## config.mk

```make
export PLATFORM = sky130hd
export DESIGN_NAME = ahb_csr_bridge
export DESIGN_NICKNAME = d
export VERILOG_FILES = /design/src/rtl/ahb_csr_bridge.sv
export SDC_FILE = /design/constraint.sdc
export NUM_CORES = 1
export LEC_CHECK = 0
export CAP_MARGIN = 10
export CORE_ASPECT_RATIO = 1.75
export CORE_MARGIN = 2
export CORE_UTILIZATION = 39
export CTS_CLUSTER_SIZE = 25
export DETAILED_ROUTE_END_ITERATION = 10
export PLACE_DENSITY_LB_ADDON = 0.15
export SLEW_MARGIN = 30
export SYNTH_ARGS = -nofsm -noshare
export SYNTH_HDL_FRONTEND = slang
export SYNTH_SLANG_ARGS = --single-unit
```

## constraint.sdc

```tcl
create_clock -name HCLK -period 3.1 [get_ports HCLK]
set_input_delay 0.31 -clock HCLK [delete_from_list [all_inputs] [get_ports HCLK]]
set_output_delay 0.31 -clock HCLK [all_outputs]
set_load 0.02 [all_outputs]
```

## src/rtl/ahb_csr_bridge.sv

```systemverilog
// ahb_csr_bridge
// AHB-Lite slave that bridges single-beat AHB transfers onto a simple CSR bus.
// One instance sits behind the AHB decoder for each CSR bank.
//
// Features:
//   - Writes are posted with zero wait states.
//   - Byte strobes are derived from HSIZE and HADDR.
//   - Reads have variable latency and complete on a csr_rvalid handshake.
//   - Illegal accesses get a two-cycle ERROR response.
//
// Optional feature (macro AHB_CSR_TIMEOUT_EN):
//   When defined, a read that sees no csr_rvalid within TIMEOUT_CYCLES cycles
//   of csr_rden ends with an ERROR response, and HRDATA reads as all-ones.
//
// Ports:
//   HCLK, HRESET           clock; asynchronous active-high reset
//   HSEL .. HWDATA         AHB-Lite slave inputs
//   HREADYOUT, HRESP       AHB-Lite slave response
//   HRDATA                 read data; holds the last completed read
//   csr_addr               CSR byte address, aligned to DATA_WID
//   csr_wren/wstrb/wdata   one-cycle write pulse with byte strobes and data
//   csr_rden               one-cycle read pulse
//   csr_rdata/csr_rvalid   read data return from the CSR bank
module ahb_csr_bridge #(
   parameter int unsigned ADDR_WID       = 12,
   parameter int unsigned DATA_WID       = 32,
   parameter int unsigned ADDR_RANGE     = 4096,
   parameter int unsigned TIMEOUT_CYCLES = 64
) (
   input  logic                  HCLK,
   input  logic                  HRESET,
   input  logic                  HSEL,
   input  logic [31:0]           HADDR,
   input  logic                  HWRITE,
   input  logic [2:0]            HSIZE,
   input  logic [1:0]            HTRANS,
   input  logic                  HREADY,
   input  logic [DATA_WID-1:0]   HWDATA,
   output logic                  HREADYOUT,
   output logic                  HRESP,
   output logic [DATA_WID-1:0]   HRDATA,
   output logic [ADDR_WID-1:0]   csr_addr,
   output logic                  csr_wren,
   output logic [DATA_WID/8-1:0] csr_wstrb,
   output logic [DATA_WID-1:0]   csr_wdata,
   output logic                  csr_rden,
   input  logic [DATA_WID-1:0]   csr_rdata,
   input  logic                  csr_rvalid
);

   localparam int unsigned NB = DATA_WID / 8;
   localparam int unsigned LB = $clog2(NB);

   typedef enum logic [1:0] {StIdle, StRwait, StErr1, StErr2} state_t;

   state_t                state_q, state_d;
   logic                  wr_dphase_q, wr_dphase_d;
   logic [ADDR_WID-1:0]   wr_addr_q, wr_addr_d;
   logic [NB-1:0]         wr_strb_q, wr_strb_d;
   logic [ADDR_WID-1:0]   rd_addr_q, rd_addr_d;
   logic                  rd_pend_q, rd_pend_d;
   logic                  wren_q, wren_d;
   logic                  rden_q, rden_d;
   logic [ADDR_WID-1:0]   addr_q, addr_d;
   logic [NB-1:0]         wstrb_q, wstrb_d;
   logic [DATA_WID-1:0]   wdata_q, wdata_d;
   logic [DATA_WID-1:0]   hrdata_q, hrdata_d;

`ifdef AHB_CSR_TIMEOUT_EN
   localparam int unsigned CW = $clog2(TIMEOUT_CYCLES + 1);
   logic [CW-1:0]         tmo_cnt_q, tmo_cnt_d;
`endif

   logic                  accept;
   logic                  illegal;
   logic [31:0]           size_bytes;
   logic [31:0]           lane;
   logic [NB-1:0]         strb_a;
   logic [ADDR_WID-1:0]   addr_a;
   logic                  unused_htrans;

   assign unused_htrans = HTRANS[0];

   assign HREADYOUT = !(state_q == StRwait || state_q == StErr1);
   assign HRESP     = (state_q == StErr1 || state_q == StErr2);

   // Gating with HREADYOUT keeps a stalled slave from taking a new transfer.
   assign accept = HSEL & HREADY & HTRANS[1] & HREADYOUT;

   // HADDR is treated as the byte offset into this bank.
   always_comb begin
      size_bytes = 32'd1 << HSIZE;
      lane       = 32'(HADDR[LB-1:0]);
      illegal    = (HADDR >= ADDR_RANGE) ||
                   ((HADDR & (size_bytes - 32'd1)) != 32'd0) ||
                   (size_bytes > NB);
      for (int unsigned i = 0; i < NB; i++) begin
         strb_a[i] = (i >= lane) && (i < lane + size_bytes);
      end
      addr_a = {HADDR[ADDR_WID-1:LB], {LB{1'b0}}};
   end

   always_comb begin
      state_d     = state_q;
      wr_dphase_d = 1'b0;
      wr_addr_d   = wr_addr_q;
      wr_strb_d   = wr_strb_q;
      rd_addr_d   = rd_addr_q;
      rd_pend_d   = 1'b0;
      wren_d      = 1'b0;
      rden_d      = 1'b0;
      addr_d      = addr_q;
      wstrb_d     = wstrb_q;
      wdata_d     = wdata_q;
      hrdata_d    = hrdata_q;
`ifdef AHB_CSR_TIMEOUT_EN
      tmo_cnt_d   = tmo_cnt_q;
`endif

      // Posted write: issue in the cycle after its data phase.
      if (wr_dphase_q) begin
         wren_d  = 1'b1;
         addr_d  = wr_addr_q;
         wstrb_d = wr_strb_q;
         wdata_d = HWDATA;
      end

      // Read that was pushed back one cycle behind a posted write.
      if (rd_pend_q) begin
         rden_d = 1'b1;
         addr_d = rd_addr_q;
      end

      unique case (state_q)
         StIdle, StErr2: begin
            state_d = StIdle;
            if (accept) begin
               if (illegal) begin
                  state_d = StErr1;
               end else if (HWRITE) begin
                  wr_dphase_d = 1'b1;
                  wr_addr_d   = addr_a;
                  wr_strb_d   = strb_a;
               end else begin
                  state_d   = StRwait;
                  rd_addr_d = addr_a;
                  // A write issuing in our first data-phase cycle goes first.
                  if (wr_dphase_q) begin
                     rd_pend_d = 1'b1;
                  end else begin
                     rden_d = 1'b1;
                     addr_d = addr_a;
                  end
               end
            end
         end
         StRwait: begin
            // csr_rvalid is only honoured once the read strobe has gone out.
            if (rden_q || rd_pend_q) begin
`ifdef AHB_CSR_TIMEOUT_EN
               tmo_cnt_d = '0;
`endif
            end else if (csr_rvalid) begin
               hrdata_d = csr_rdata;
               state_d  = StIdle;
            end
`ifdef AHB_CSR_TIMEOUT_EN
            else if (tmo_cnt_q == CW'(TIMEOUT_CYCLES - 1)) begin
               hrdata_d = '1;
               state_d  = StErr1;
            end else begin
               tmo_cnt_d = tmo_cnt_q + CW'(1);
            end
`endif
         end
         StErr1: begin
            state_d = StErr2;
         end
         default: begin
            state_d = StIdle;
         end
      endcase
   end

   always_ff @(posedge HCLK or posedge HRESET) begin
      if (HRESET) begin
         state_q     <= StIdle;
         wr_dphase_q <= 1'b0;
         wr_addr_q   <= '0;
         wr_strb_q   <= '0;
         rd_addr_q   <= '0;
         rd_pend_q   <= 1'b0;
         wren_q      <= 1'b0;
         rden_q      <= 1'b0;
         addr_q      <= '0;
         wstrb_q     <= '0;
         wdata_q     <= '0;
         hrdata_q    <= '0;
`ifdef AHB_CSR_TIMEOUT_EN
         tmo_cnt_q   <= '0;
`endif
      end else begin
         state_q     <= state_d;
         wr_dphase_q <= wr_dphase_d;
         wr_addr_q   <= wr_addr_d;
         wr_strb_q   <= wr_strb_d;
         rd_addr_q   <= rd_addr_d;
         rd_pend_q   <= rd_pend_d;
         wren_q      <= wren_d;
         rden_q      <= rden_d;
         addr_q      <= addr_d;
         wstrb_q     <= wstrb_d;
         wdata_q     <= wdata_d;
         hrdata_q    <= hrdata_d;
`ifdef AHB_CSR_TIMEOUT_EN
         tmo_cnt_q   <= tmo_cnt_d;
`endif
      end
   end

   assign HRDATA    = hrdata_q;
   assign csr_addr  = addr_q;
   assign csr_wren  = wren_q;
   assign csr_wstrb = wstrb_q;
   assign csr_wdata = wdata_q;
   assign csr_rden  = rden_q;

endmodule

```

==> results.yml <==
worst_setup_path:
  required_ps: 3320
  path_buf_inv: 3
  crit_family: "simple AND/OR/NAND/NOR gates"
  worst_setup_path_start_kind: "primary input"
  end_kind: "flop"
  cp.arrival_ps: 2870
  crit_chain: "clkdlybuf4s50_1 > or3_1 > inv_1 > ha_1 > inv_1 > fa_1 > nor4b_1 > a21oi_1 > o31a_1 > mux2_1"
  critPathMaxStageDelay_ps: 480
  crit_fanout: 5
  cpMaxStageDelayCell: "clkdlybuf4s50_1"
  crit_path_frequent_cell: "inv_1"
  path_class: "in -> reg"
floorplan:
  ios: 191
  fp.dieArea_um2: 12900
  fp.dieH_um: 149
  die-width_um: 86.9
  num_rows: 53
  start_util_pct: 39.5
  coreArea_um2: 11900
clock_network:
  clock-root-buffer: "clkbuf_16"
  cts_tree: "built"
  clock_latency_ps: 340
  cts_hold_buf: 0
  numCtsBuffers: 9
  cts_resized: 0
  cts_setup_buffers: 0
  cts.sinks: 110
  h-tree-depth: 3
  clk_pin_slew_ps: 70
  cts_max_path_buffers: 2
global_routing:
  grt_pass1_vias: 3319
  antenna_found_initial: 0
  busiest_layer: "met2"
  track_usage_pct: 16.1
  overflow: 0
  grt_max_degree: 68
  grt_use_met1_pct: 18.8
  grt_pass1_wl_mm: 16.3
  use_met2_pct: 28.9
  use_met3_pct: 3.43
synthesis:
  synthArstFlopShare_pct: 100
  ys_seq_area_share_pct: 58.7
  syn-instance-count: 321
  synth_commonest_cells: "110 x dfrtp_1, 84 x mux2_2, 14 x nand2_1"
  postSynthNetCount: 436
  yosysMostFrequentCell: "dfrtp_1"
  ys_warn_count: 0
  synth_flop_cell: "dfrtp_1"
  syn_area_per_cell_um2: 14.6
  synth_top_area_cell: "dfrtp_1"
  ys_ff_latch: 110
  synth_edf_count: 0
  netlist.area_leader.share_pct: 58.7
  synth_area_um2: 4690
  post_synth_main_area_contributors: "dfrtp_1 59%, mux2_2 20%, mux2_4 2.9%"
  ys_types: 34
sta:
  rsz0062_at_grt: "false"
  finalSetupTns_ps: 0
  hold_slack_ps: 240
  finalSetupViolations: 0
  slew_violations: 0
  skew_ps: 10.8
  finalCritPeriodShare_pct: 85.6
  layout_min_cycle_time_ps: 2650
  slew_headroom_pct: 67.7
  final-hold-violation-count: 0
  max_freq_mhz: 377
  tightest_slew_ps: 484
run_status:
  outcome: "complete, no violations"
power:
  p_int_mw: 2.84
  switching_share_pct: 28.4
  p_per_area_nw_per_um2: 561
  comb_power_share_pct: 29.0
  seqPwrFrac_pct: 43.8
  clkPwrFrac_pct: 27.2
  vdd_drop_max_v: 0.000299
  power_leakage_nw: 3.20
  switching_power_mw: 1.12
layout:
  final_net_count: 632
  antennaDiodeCount: 0
  drive_gt1_share_pct: 25.1
  area_growth_pct: 50.8
  fin_area_um2: 7060
detailed_routing:
  routed_via_density: 4.94
  wl_per_cell_um: 15.9
  drt_iter0_drc: 123
  ant_nets: 0
  drt_pre_antenna_iters: 4
  routed_wl_mm: 10.5
  via_count: 3250
  drcViolationCount: 0
run:
  drv_cap: 0
placed_design:
  gp_congestion: 0.770
  io_buffers: 189
  hpwlAfterDp_mm: 7.83
  dpl_cell_area_um2: 6790
worst_hold_path:
  hold_path_class: "in -> async"
metrics by stage:
| stage | setup WS, ps | std cells | power, mW | util (%) |
|---|---|---|---|---|
| finish | 447 | 658 | 3.96 | 59.5 |
| global route | 324 | 658 | 4.16 | 59.5 |
| CTS | 452 | 658 | 4.02 | 59.5 |
| detailed placement | 71.8 | 643 | 2.93 | 57.2 |
| global placement | 197 | 643 | 2.90 | 57.2 |
| floorplan | 753 | 321 | 2.28 | - |
power by group through the flow:
stage	clock network, mW	logic [mW]	registers [mW]
3_5_place_dp	0	1.16	1.77
6_report	1.08	1.15	1.73
4_1_cts	1.12	1.17	1.74
3_3_place_gp	0	1.15	1.76
5_1_grt	1.18	1.22	1.76
2_1_floorplan	0	0.264	2.02
layout make-up:
type,instances,area (um^2)
well taps,137,171
clock buffers,10,229
fillers,988,4810
clock inverters,5,45.0
multi-input cells,184,1830
flip-flops and latches,110,2750
inverters,12,48.8
repair buffers,200,1990
flip-flops by register name, indices dropped and copies added (netlist names), 2 cells and up:
signal and count:
csr_wstrb 4, rd_addr_q 10, wr_addr_q 10, HRDATA 32
csr_addr 12, csr_wdata 32, state_q 2, wr_strb_q 4
kinds of logic after synthesis:
group	share of synthesized area, %
multiplexers	27.3
flip-flops	58.7
AND/OR/NAND/NOR	6.78
buffers and inverters	2.40
AO/OA/AOI/OAI	2.46
adder cells (fa/ha/maj)	2.30
worst register-to-register path, stage by stage, from the launching register on:
cell and delay [ps]:
dfrtp_1 390, inv_1 60, ha_1 330, and4_1 250, nand4_2 130, or4b_4 650
mux2_1 350
cells in the final DEF, fill, tap and decap left out, types with 2 or more instances in the layout:
cell             synthesis  routed
inv_1                   12      11
o21ai_0                 13      13
nor2_1                   7       7
mux2i_1                 12      12
o31a_1                   2       2
clkbuf_16                0       9
nand2b_1                 3       3
buf_4                    0      10
ha_1                     7       7
mux2_2                  84      84
nand3_1                  2       2
clkinv_4                 0       2
o22a_1                   2       2
mux2_4                   9       9
clkdlybuf4s50_1          0     189
nor4_2                   3       2
dfrtp_1                110     109
nor4b_1                  3       3
nand2_1                 14      14
clkinvlp_4               0       2
nor4_4                   3       4
mux2_1                   7       7
layer usage:
layer,part of all wire (%),routed length [um]
met1,39,4070
met2,54,5620
met3,5.7,598
met4,1.5,161
met5,0,0
path summary, 6_finish.rpt:
check                        startpoint            to  slack (ps)  cells after the start
hold reg to reg            wr_strb_q[0]  wr_strb_q[0]         490                      1
max in group asynchronous        HRESET  wr_addr_q[4]        2150                      3
hold / removal                   HRESET    state_q[1]         240                      2
min in group HCLK          wr_strb_q[0]  wr_strb_q[0]         490                      1
setup reg to reg             state_q[0]  csr_addr[11]         810                      6
setup / recovery               HSIZE[0]  wr_strb_q[2]         450                     10
No activity file was read; power rests on OpenSTA's default activity.
